## config.mk

```make
export PLATFORM = sky130hd
export DESIGN_NAME = m2_block_scheduler
export DESIGN_NICKNAME = d
export VERILOG_FILES = /design/src/rtl/m2_block_scheduler_pkg.sv /design/src/rtl/m2_block_scheduler_counter.sv /design/src/rtl/m2_block_scheduler.sv
export SDC_FILE = /design/constraint.sdc
export NUM_CORES = 1
export LEC_CHECK = 0
export BUFFER_PORTS_ARGS = -buffer_cell sky130_fd_sc_hd__clkbuf_2
export CAP_MARGIN = 40
export CORE_UTILIZATION = 35
export CTS_CLUSTER_SIZE = 16
export DETAILED_ROUTE_END_ITERATION = 10
export GPL_ROUTABILITY_DRIVEN = 0
export SKIP_CTS_REPAIR_TIMING = 1
export SYNTH_ARGS = -nofsm -noshare
export SYNTH_HDL_FRONTEND = slang
export SYNTH_SLANG_ARGS = --single-unit
```

## constraint.sdc

```tcl
create_clock -name CLOCK_50_I -period 2.75 [get_ports CLOCK_50_I]
set_input_delay 0.4125 -clock CLOCK_50_I [delete_from_list [all_inputs] [get_ports CLOCK_50_I]]
set_output_delay 0.4125 -clock CLOCK_50_I [all_outputs]
set_load 0.02 [all_outputs]
```

## src/rtl/m2_block_scheduler_pkg.sv

```systemverilog
// m2_block_scheduler_pkg: state encoding and segment codes shared by the
// milestone-2 block scheduler and its block pointers.
package m2_block_scheduler_pkg;

    typedef enum logic [2:0] {
        S_IDLE,
        S_LI_FETCH,
        S_LI_CT,
        S_MEGA_A,
        S_MEGA_B,
        S_LO_CS,
        S_LO_WS
    } m2_sched_state_type;

    localparam logic [1:0] SEG_Y    = 2'd0;
    localparam logic [1:0] SEG_U    = 2'd1;
    localparam logic [1:0] SEG_V    = 2'd2;
    localparam logic [1:0] SEG_PAST = 2'd3;

endpackage

```

## src/rtl/m2_block_scheduler_counter.sv

```systemverilog
// m2_block_counter: walks (seg,row,col) over Y, U, V blocks in raster order
// and parks at seg=SEG_PAST once the last V block has been passed.
module m2_block_counter
    import m2_block_scheduler_pkg::*;
#(
    parameter int Y_COLS  = 40,
    parameter int UV_COLS = 20,
    parameter int ROWS    = 30
) (
    input  logic       CLOCK_50_I,
    input  logic       resetn,
    input  logic       i_clear,
    input  logic       i_advance,
    output logic [1:0] o_seg,
    output logic [4:0] o_row,
    output logic [5:0] o_col,
    output logic       o_past_last
);

    logic [1:0] r_seg;
    logic [4:0] r_row;
    logic [5:0] r_col;
    logic [5:0] w_last_col;
    logic       w_col_end;
    logic       w_row_end;

    assign w_last_col  = (r_seg == SEG_Y) ? 6'(Y_COLS - 1) : 6'(UV_COLS - 1);
    assign w_col_end   = (r_col == w_last_col);
    assign w_row_end   = (r_row == 5'(ROWS - 1));
    assign o_past_last = (r_seg == SEG_PAST);
    assign o_seg       = r_seg;
    assign o_row       = r_row;
    assign o_col       = r_col;

    always_ff @(posedge CLOCK_50_I or negedge resetn) begin
        if (!resetn) begin
            r_seg <= SEG_Y;
            r_row <= 5'd0;
            r_col <= 6'd0;
        end else if (i_clear) begin
            r_seg <= SEG_Y;
            r_row <= 5'd0;
            r_col <= 6'd0;
        end else if (i_advance && !o_past_last) begin
            if (!w_col_end) begin
                r_col <= r_col + 6'd1;
            end else begin
                r_col <= 6'd0;
                r_row <= w_row_end ? 5'd0 : r_row + 5'd1;
                if (w_row_end)
                    r_seg <= r_seg + 2'd1;
            end
        end
    end

endmodule

```

## src/rtl/m2_block_scheduler.sv

```systemverilog
// m2_block_scheduler: sequences fetch / compute-T / compute-S / write-S over
// every 8x8 block, overlapping block k with block k-1 in the MEGA states.
module m2_block_scheduler
    import m2_block_scheduler_pkg::*;
#(
    parameter int Y_COLS  = 40,
    parameter int UV_COLS = 20,
    parameter int ROWS    = 30
) (
    input  logic       CLOCK_50_I,
    input  logic       resetn,
    input  logic       m2_start,
    output logic       m2_end,
    output logic       busy,
    output logic       fetch_start,
    input  logic       fetch_done,
    output logic       ct_start,
    input  logic       ct_done,
    output logic       cs_start,
    input  logic       cs_done,
    output logic       ws_start,
    input  logic       ws_done,
    output logic [1:0] fetch_seg,
    output logic [4:0] fetch_row,
    output logic [5:0] fetch_col,
    output logic [1:0] ws_seg,
    output logic [4:0] ws_row,
    output logic [5:0] ws_col
);

    m2_sched_state_type r_state;
    logic r_d0;
    logic r_d1;
    logic w_d0;
    logic w_d1;
    logic w_both;
    logic w_clear;
    logic w_fetch_adv;
    logic w_ws_adv;
    logic w_fetch_past;
    logic w_ws_past;

    // MEGA_A pairs (fetch, cs); MEGA_B pairs (ct, ws); flags hold whichever arrived first
    assign w_d0        = (r_state == S_MEGA_A) ? fetch_done : ct_done;
    assign w_d1        = (r_state == S_MEGA_A) ? cs_done : ws_done;
    assign w_both      = (r_d0 | w_d0) & (r_d1 | w_d1);
    assign w_clear     = (r_state == S_IDLE) && m2_start;
    assign w_fetch_adv = ((r_state == S_LI_FETCH) && fetch_done) || ((r_state == S_MEGA_A) && w_both);
    assign w_ws_adv    = (r_state == S_MEGA_B) && w_both;

    m2_block_counter #(.Y_COLS(Y_COLS), .UV_COLS(UV_COLS), .ROWS(ROWS)) u_fetch_ptr (
        .CLOCK_50_I (CLOCK_50_I),
        .resetn     (resetn),
        .i_clear    (w_clear),
        .i_advance  (w_fetch_adv),
        .o_seg      (fetch_seg),
        .o_row      (fetch_row),
        .o_col      (fetch_col),
        .o_past_last(w_fetch_past)
    );

    m2_block_counter #(.Y_COLS(Y_COLS), .UV_COLS(UV_COLS), .ROWS(ROWS)) u_ws_ptr (
        .CLOCK_50_I (CLOCK_50_I),
        .resetn     (resetn),
        .i_clear    (w_clear),
        .i_advance  (w_ws_adv),
        .o_seg      (ws_seg),
        .o_row      (ws_row),
        .o_col      (ws_col),
        .o_past_last(w_ws_past)
    );

    always_ff @(posedge CLOCK_50_I or negedge resetn) begin
        if (!resetn) begin
            r_state     <= S_IDLE;
            r_d0        <= 1'b0;
            r_d1        <= 1'b0;
            m2_end      <= 1'b0;
            busy        <= 1'b0;
            fetch_start <= 1'b0;
            ct_start    <= 1'b0;
            cs_start    <= 1'b0;
            ws_start    <= 1'b0;
        end else begin
            m2_end      <= 1'b0;
            fetch_start <= 1'b0;
            ct_start    <= 1'b0;
            cs_start    <= 1'b0;
            ws_start    <= 1'b0;
            case (r_state)
                S_IDLE: begin
                    busy <= m2_start;
                    if (m2_start) begin
                        fetch_start <= 1'b1;
                        r_state     <= S_LI_FETCH;
                    end
                end
                S_LI_FETCH: if (fetch_done) begin
                    ct_start <= 1'b1;
                    r_state  <= S_LI_CT;
                end
                S_LI_CT: if (ct_done) begin
                    cs_start    <= 1'b1;
                    fetch_start <= !w_fetch_past;
                    r_state     <= w_fetch_past ? S_LO_CS : S_MEGA_A;
                end
                S_MEGA_A, S_MEGA_B: begin
                    if (w_both) begin
                        r_d0 <= 1'b0;
                        r_d1 <= 1'b0;
                        if (r_state == S_MEGA_A) begin
                            ct_start <= 1'b1;
                            ws_start <= 1'b1;
                            r_state  <= S_MEGA_B;
                        end else begin
                            cs_start    <= 1'b1;
                            fetch_start <= !w_fetch_past;
                            r_state     <= w_fetch_past ? S_LO_CS : S_MEGA_A;
                        end
                    end else begin
                        r_d0 <= r_d0 | w_d0;
                        r_d1 <= r_d1 | w_d1;
                    end
                end
                S_LO_CS: if (cs_done) begin
                    ws_start <= 1'b1;
                    r_state  <= S_LO_WS;
                end
                S_LO_WS: if (ws_done) begin
                    m2_end  <= 1'b1;
                    r_state <= S_IDLE;
                end
                default: r_state <= S_IDLE;
            endcase
        end
    end

    logic w_unused;
    assign w_unused = w_ws_past;

endmodule

```

==> After elaboration in Yosys (flattened, before gate mapping) <==
Cells that the tools add are included.
{ "classes": {"add_sub_neg": 6, "eq_ne": 18, "muxes": 54, "bitwise_logic": 3, "n_reduce_logical": 24} }
{ "ops": {"columns": ["operator", "count"], "rows": [
  ["$mux 6", 8],
  ["$mux 5", 8],
  ["$mux 3", 8],
  ["$pmux 3 s6", 1],
  ["$mux 1", 17],
  ["$mux 2", 8],
  ["$add 6x1->6 const B", 2],
  ["$eq 6x6->1", 2],
  ["$ne 2x2->1 const B", 6],
  ["$reduce_bool 2->1", 6],
  ["$add 5x1->5 const B", 2],
  ["$eq 5x5->1 const B", 2],
  ["$eq 3x3->1 const B", 3],
  ["$eq 3x2->1 const B", 2],
  ["$logic_and 1x1->1", 6],
  ["$pmux 1 s2", 3],
  ["$reduce_and 3->1", 2],
  ["$reduce_and 6->1", 1],
  ["$add 2x1->2 const B", 2],
  ["$eq 2x2->1 const B", 2],
  ["$logic_not 2->1", 2],
  ["$reduce_and 2->1", 2],
  ["$eq 3x1->1 const B", 1],
  ["$logic_not 3->1", 1],
  ["6 further kinds", 8]
]} }
{ "totals": {"regBits": 37, "output_inout_bits": 32} }

==> Logic depth before layout (Yosys ltp) <==
{ "logic_depth": {"ltp_word": 9, "depth_mapped": 8, "ltp_nobuf": 7} }

==> Modules after synthesis <==
A second synthesis with hierarchy kept.
{ "unflattened": {"hier_cells": 240, "hier_area_um2": 2319.7} }
{ "modules_own_cells": {"columns": ["module", "n_inst", "cells_each", "area_per_inst_um2"], "rows": [
  ["m2_block_counter (u_ws_ptr)", 1, 83, 805.8],
  ["m2_block_counter (u_fetch_ptr)", 1, 81, 759.5],
  ["m2_block_scheduler", 1, 76, 754.5]
]} }

==> Worst setup path before layout <==
No wires, ideal clock.
{ "synth_path": {"path_kind": "flip-flop to flip-flop", "start": "register u_fetch_ptr.r_seg[0], in the netlist u_fetch_ptr.o_seg[0]", "end": "register u_fetch_ptr.r_row[3], in the netlist u_fetch_ptr.o_row[3]", "setup_time_ps": 78, "arrival_time_ps": 2196, "setup_slack_ps": 477, "stages_incl_launch_ff": 8, "cell_sequence": "dfrtp_1 inv_1 ha_1 or4b_1 a21o_1 buf_6 or4_1 a21oi_1"} }
{ "synth_via": {"elab_chain_len": 5} }
{ "synth_rtl": {"columns": ["element", "line_no", "rtl"], "rows": [
  ["start: declaration", "m2_block_scheduler_counter.sv:20", "logic [1:0] r_seg;"],
  ["start signal: assignment", "m2_block_scheduler_counter.sv:51", "r_seg <= r_seg + 2'd1;"],
  ["$logic_not 2->1 / $eq 2x2->1 (equally long branches)", "m2_block_scheduler_counter.sv:27, m2_block_scheduler_counter.sv:30", null],
  ["$mux 6 / $logic_not 1->1 (equally long branches)", "m2_block_scheduler_counter.sv:27, m2_block_scheduler_counter.sv:44", null],
  ["$eq 6x6->1 / $logic_and 1x1->1 (equally long branches)", "m2_block_scheduler_counter.sv:28, m2_block_scheduler_counter.sv:44", null],
  ["$reduce_bool 2->1 (no line)", null, null],
  ["$reduce_and 2->1 (no line) *", null, null],
  ["end signal: assignment", "m2_block_scheduler_counter.sv:49", "r_row <= w_row_end ? 5'd0 : r_row + 5'd1;"],
  ["end: declaration", "m2_block_scheduler_counter.sv:21", "logic [4:0] r_row;"]
]} }
Every way passes the cells marked *; elsewhere a longest branch is shown, timed or not.
A chain may end at the register's enable or synchronous reset.

==> Final worst setup path <==
{ "layout_path": {"start": "register u_ws_ptr.r_seg[1], in the netlist u_ws_ptr.o_seg[1]", "end": "register u_ws_ptr.r_col[4], in the netlist u_ws_ptr.o_col[4]"} }
{ "layout_via": {"elab_chain_len": 6} }
{ "layout_rtl": {"columns": ["element", "line_no", "rtl"], "rows": [
  ["start: declaration", "m2_block_scheduler_counter.sv:20", null],
  ["start signal: assignment", "m2_block_scheduler_counter.sv:51", null],
  ["$logic_not 2->1", "m2_block_scheduler_counter.sv:27", "assign w_last_col = (r_seg == SEG_Y) ? 6'(Y_COLS - 1) : 6'(UV_COLS - 1);"],
  ["$mux 6", "m2_block_scheduler_counter.sv:27", null],
  ["$eq 6x6->1", "m2_block_scheduler_counter.sv:28", "assign w_col_end = (r_col == w_last_col);"],
  ["$mux 6", "m2_block_scheduler_counter.sv:45", "if (!w_col_end) begin"],
  ["$mux 6", "m2_block_scheduler_counter.sv:44", "end else if (i_advance && !o_past_last) begin"],
  ["$mux 6", "m2_block_scheduler_counter.sv:40", "end else if (i_clear) begin"],
  ["end signal: assignment", "m2_block_scheduler_counter.sv:46", "r_col <= r_col + 6'd1;"],
  ["end: declaration", "m2_block_scheduler_counter.sv:22", "logic [5:0] r_col;"]
]} }
Several ways; a longest one is shown, not always the timed one. The select of a mux whose other input is x is not followed.

==> qor.yml <==
status: "completed"
cts.sinks: 37
grt_pass1_vias: 1787
r2r_slack_ns: 0.42
peakVddDrop_mv: 0.319
max_slew_margin_pct: 53.8
grt_pass1_wl_um: 8510
cp.buffers_inverters: 1
drive_gt1_share_pct: 20.7
fin_crit_sh_pct: 84.8
p_sw_share_pct: 43.0
clk_latency_ns: 0.29
cp_cell_sequence: "inv_1 > ha_1 > and4b_1 > o21ai_1 > nand4_1 > or4_1 > o21ai_0"
htree_levels: 2
crit_path_max_fanout: 10
max_freq_mhz: 429
fin_cells: 350
hp-class: "in -> async"
cap_violations: 0
rsz0062_at_grt: "false"
yosys_warnings: 0
place_hpwl_um: 3610
synth-edff-count: 0
top_layer_used: "met4"
routed-wl-met2_um: 2250
final_cell_mix: "38 x clkbuf_2, 37 x dfrtp_1, 20 x a21oi_1"
ant_nets: 0
cellPowerDensity_mw_per_mm2: 835
vias: 1967
period_needed_ns: 2.33
cts_root_buf: "clkbuf_8"
antenna_cells: 0
syn_area_per_cell_um2: 9.24
crit_path_end_kind: "flip-flop"
critPathTopFamily: "simple AND/OR/NAND/NOR gates"
ys_seq_elements: 37
layout_commonest_cell: "clkbuf_2"
cts_tree: "done"
leakage_nw: 1.11
initial_core_util_pct: 36.3
grt_max_degree: 28
drc_errors: 0
max-clock-path-buffers: 2
tns_ns: 0
finalHoldViolCount: 0
tightestPinTransition_ns: 0.688
yosysTopAreaCell: "dfrtp_1"
pre_cts_ws_ns: 0.429
pwr-share-clk_pct: 17.5
nets: 291
ys.flop_type: "dfrtp_1"
dieArea_mm2: 0.00650
io_buffers: 38
synth.distinct_cells: 47
clk_pin_slew_ns: 0.07
intPower_mw: 1.20
async_reset_ff_share_pct: 100
fin_skew_ns: 0.00240
grtUsageTotal_pct: 17.0
die_h_um: 80.6
viasPerCell: 5.62
fin_util_pct: 42.4
met3_wirelength_um: 273
seq_power_share_pct: 40.1
seq_area_frac_synth_pct: 42.8
power_switching_mw: 0.906
wl_per_cell_um: 14.2
fin_hold_ws_ns: 0.0108
grt-ovfl-total: 0
syn_to_final_growth_pct: 16.7
synth_top_area_share_pct: 42.8
dp.cells: 342
cts_buffers: 5
drv_slew: 0
finalWirelength_um: 4950
start_kind: "flip-flop"
arrival_ns: 2.54
power_frac_comb_pct: 42.4
synth_area_leaders: "dfrtp_1 43%, ha_1 5.8%, a21oi_1 4.6%, o31ai_1 3.5%, nand2_1 3.3%"
r2r_start: "u_ws_ptr.o_seg[1]"
netlist_area_mm2: 0.00216
worstSetupPathType: "reg -> reg"
drt_iter0_markers: 76
pin_count: 39
r2r_cells: 7
setup_viol: 0
startpoint: "u_ws_ptr.o_seg[1]"
dr.pass1.iters: 4
antenna_found_initial: 0
synth_cells: 234
m1WireLength_um: 2380
cp.required_ns: 2.96
fp.coreArea_mm2: 0.00596
setup_ws_ns: 0.419
slowest_stage: "o21ai_1"
r2r-end: "u_ws_ptr.o_col[4]"
cpPeakStageDelay_ns: 0.56
fp.dieW_um: 80.6
std_cell_rows: 28
syn_nets: 251
registers in the layout (all words and copies together) (netlist names), 2 cells and up:
signal             count
u_fetch_ptr.o_seg      2
u_ws_ptr.o_col         6
u_ws_ptr.o_seg         2
u_ws_ptr.o_row         5
u_fetch_ptr.o_row      5
u_fetch_ptr.o_col      6
r_state                3
final cells by class:
type | count | area [µm²]
Fill cell | 604 | 3430
Timing Repair Buffer | 44 | 248
Multi-Input combinational cell | 176 | 1140
Tap cell | 75 | 93.8
Clock buffer | 8 | 80.1
Inverter | 10 | 37.5
Sequential cell | 37 | 926
worst max path at each step:
stage | slack, ns | cells past startpoint | to
6_report | 0.42 | 7 | u_ws_ptr.o_col[4]
5_1_grt | 0.20 | 7 | u_ws_ptr.o_col[4]
4_1_cts | 0.40 | 7 | u_ws_ptr.o_col[4]
3_5_place_dp | 0.43 | 7 | u_ws_ptr.o_col[4]
3_3_place_gp | 0.50 | 7 | u_ws_ptr.o_col[4]
2_1_floorplan | 0.48 | 7 | u_fetch_ptr.o_row[3]
Yosys cell counts (all sizes together), types with 4 or more instances:
| cell type | instances |
|---|---|
| clkbuf | 5 |
| o21ai | 15 |
| ha | 10 |
| dfrtp | 37 |
| buf | 6 |
| nand3 | 14 |
| a21oi | 20 |
| inv | 10 |
| nand2b | 5 |
| nand2 | 19 |
| o31ai | 10 |
| nor2b | 5 |
| or4 | 7 |
| nor2 | 13 |
| nor3 | 4 |
per-layer routing:
| layer | vias to the layer above | track usage, % |
|---|---|---|
| met5 | - | 0 |
| met4 | 0 | 4.82 |
| met3 | 7 | 4.20 |
| met2 | 57 | 26.7 |
| met1 | 948 | 23.0 |
| li1 | 955 | - |
power groups by stage:
stage | combinational, mW | sequential (mW) | clock (mW)
3_5_place_dp | 0.898 | 0.857 | 0
5_1_grt | 1.01 | 0.872 | 0.410
6_report | 0.894 | 0.845 | 0.368
4_1_cts | 0.904 | 0.845 | 0.381
3_3_place_gp | 0.894 | 0.853 | 0
2_1_floorplan | 0.584 | 0.899 | 0
worst register-to-register path, cell delays in order (launching register included):
cell	delay, ns
dfrtp_1	0.41
inv_1	0.08
ha_1	0.21
and4b_1	0.21
o21ai_1	0.56
nand4_1	0.27
or4_1	0.44
o21ai_0	0.08
kinds of logic (layout without fill, tap and decap cells):
family / after synthesis / after routing / synth area share, %
AO/OA/AOI/OAI: 71 / 71 / 21.5
flip-flops: 37 / 37 / 42.8
AND/OR/NAND/NOR: 91 / 91 / 23.4
adder cells (fa/ha/maj): 10 / 10 / 5.78
buffers and inverters: 21 / 62 / 4.51
multiplexers: 4 / 4 / 2.02
stage by stage:
step           area [µm²]  total power [mW]
6_report             2520              2.11
2_1_floorplan        2160              1.48
3_3_place_gp         2420              1.75
5_1_grt              2520              2.29
3_5_place_dp         2440              1.75
4_1_cts              2520              2.13
Note: power is estimated with default switching activity, not from simulation.
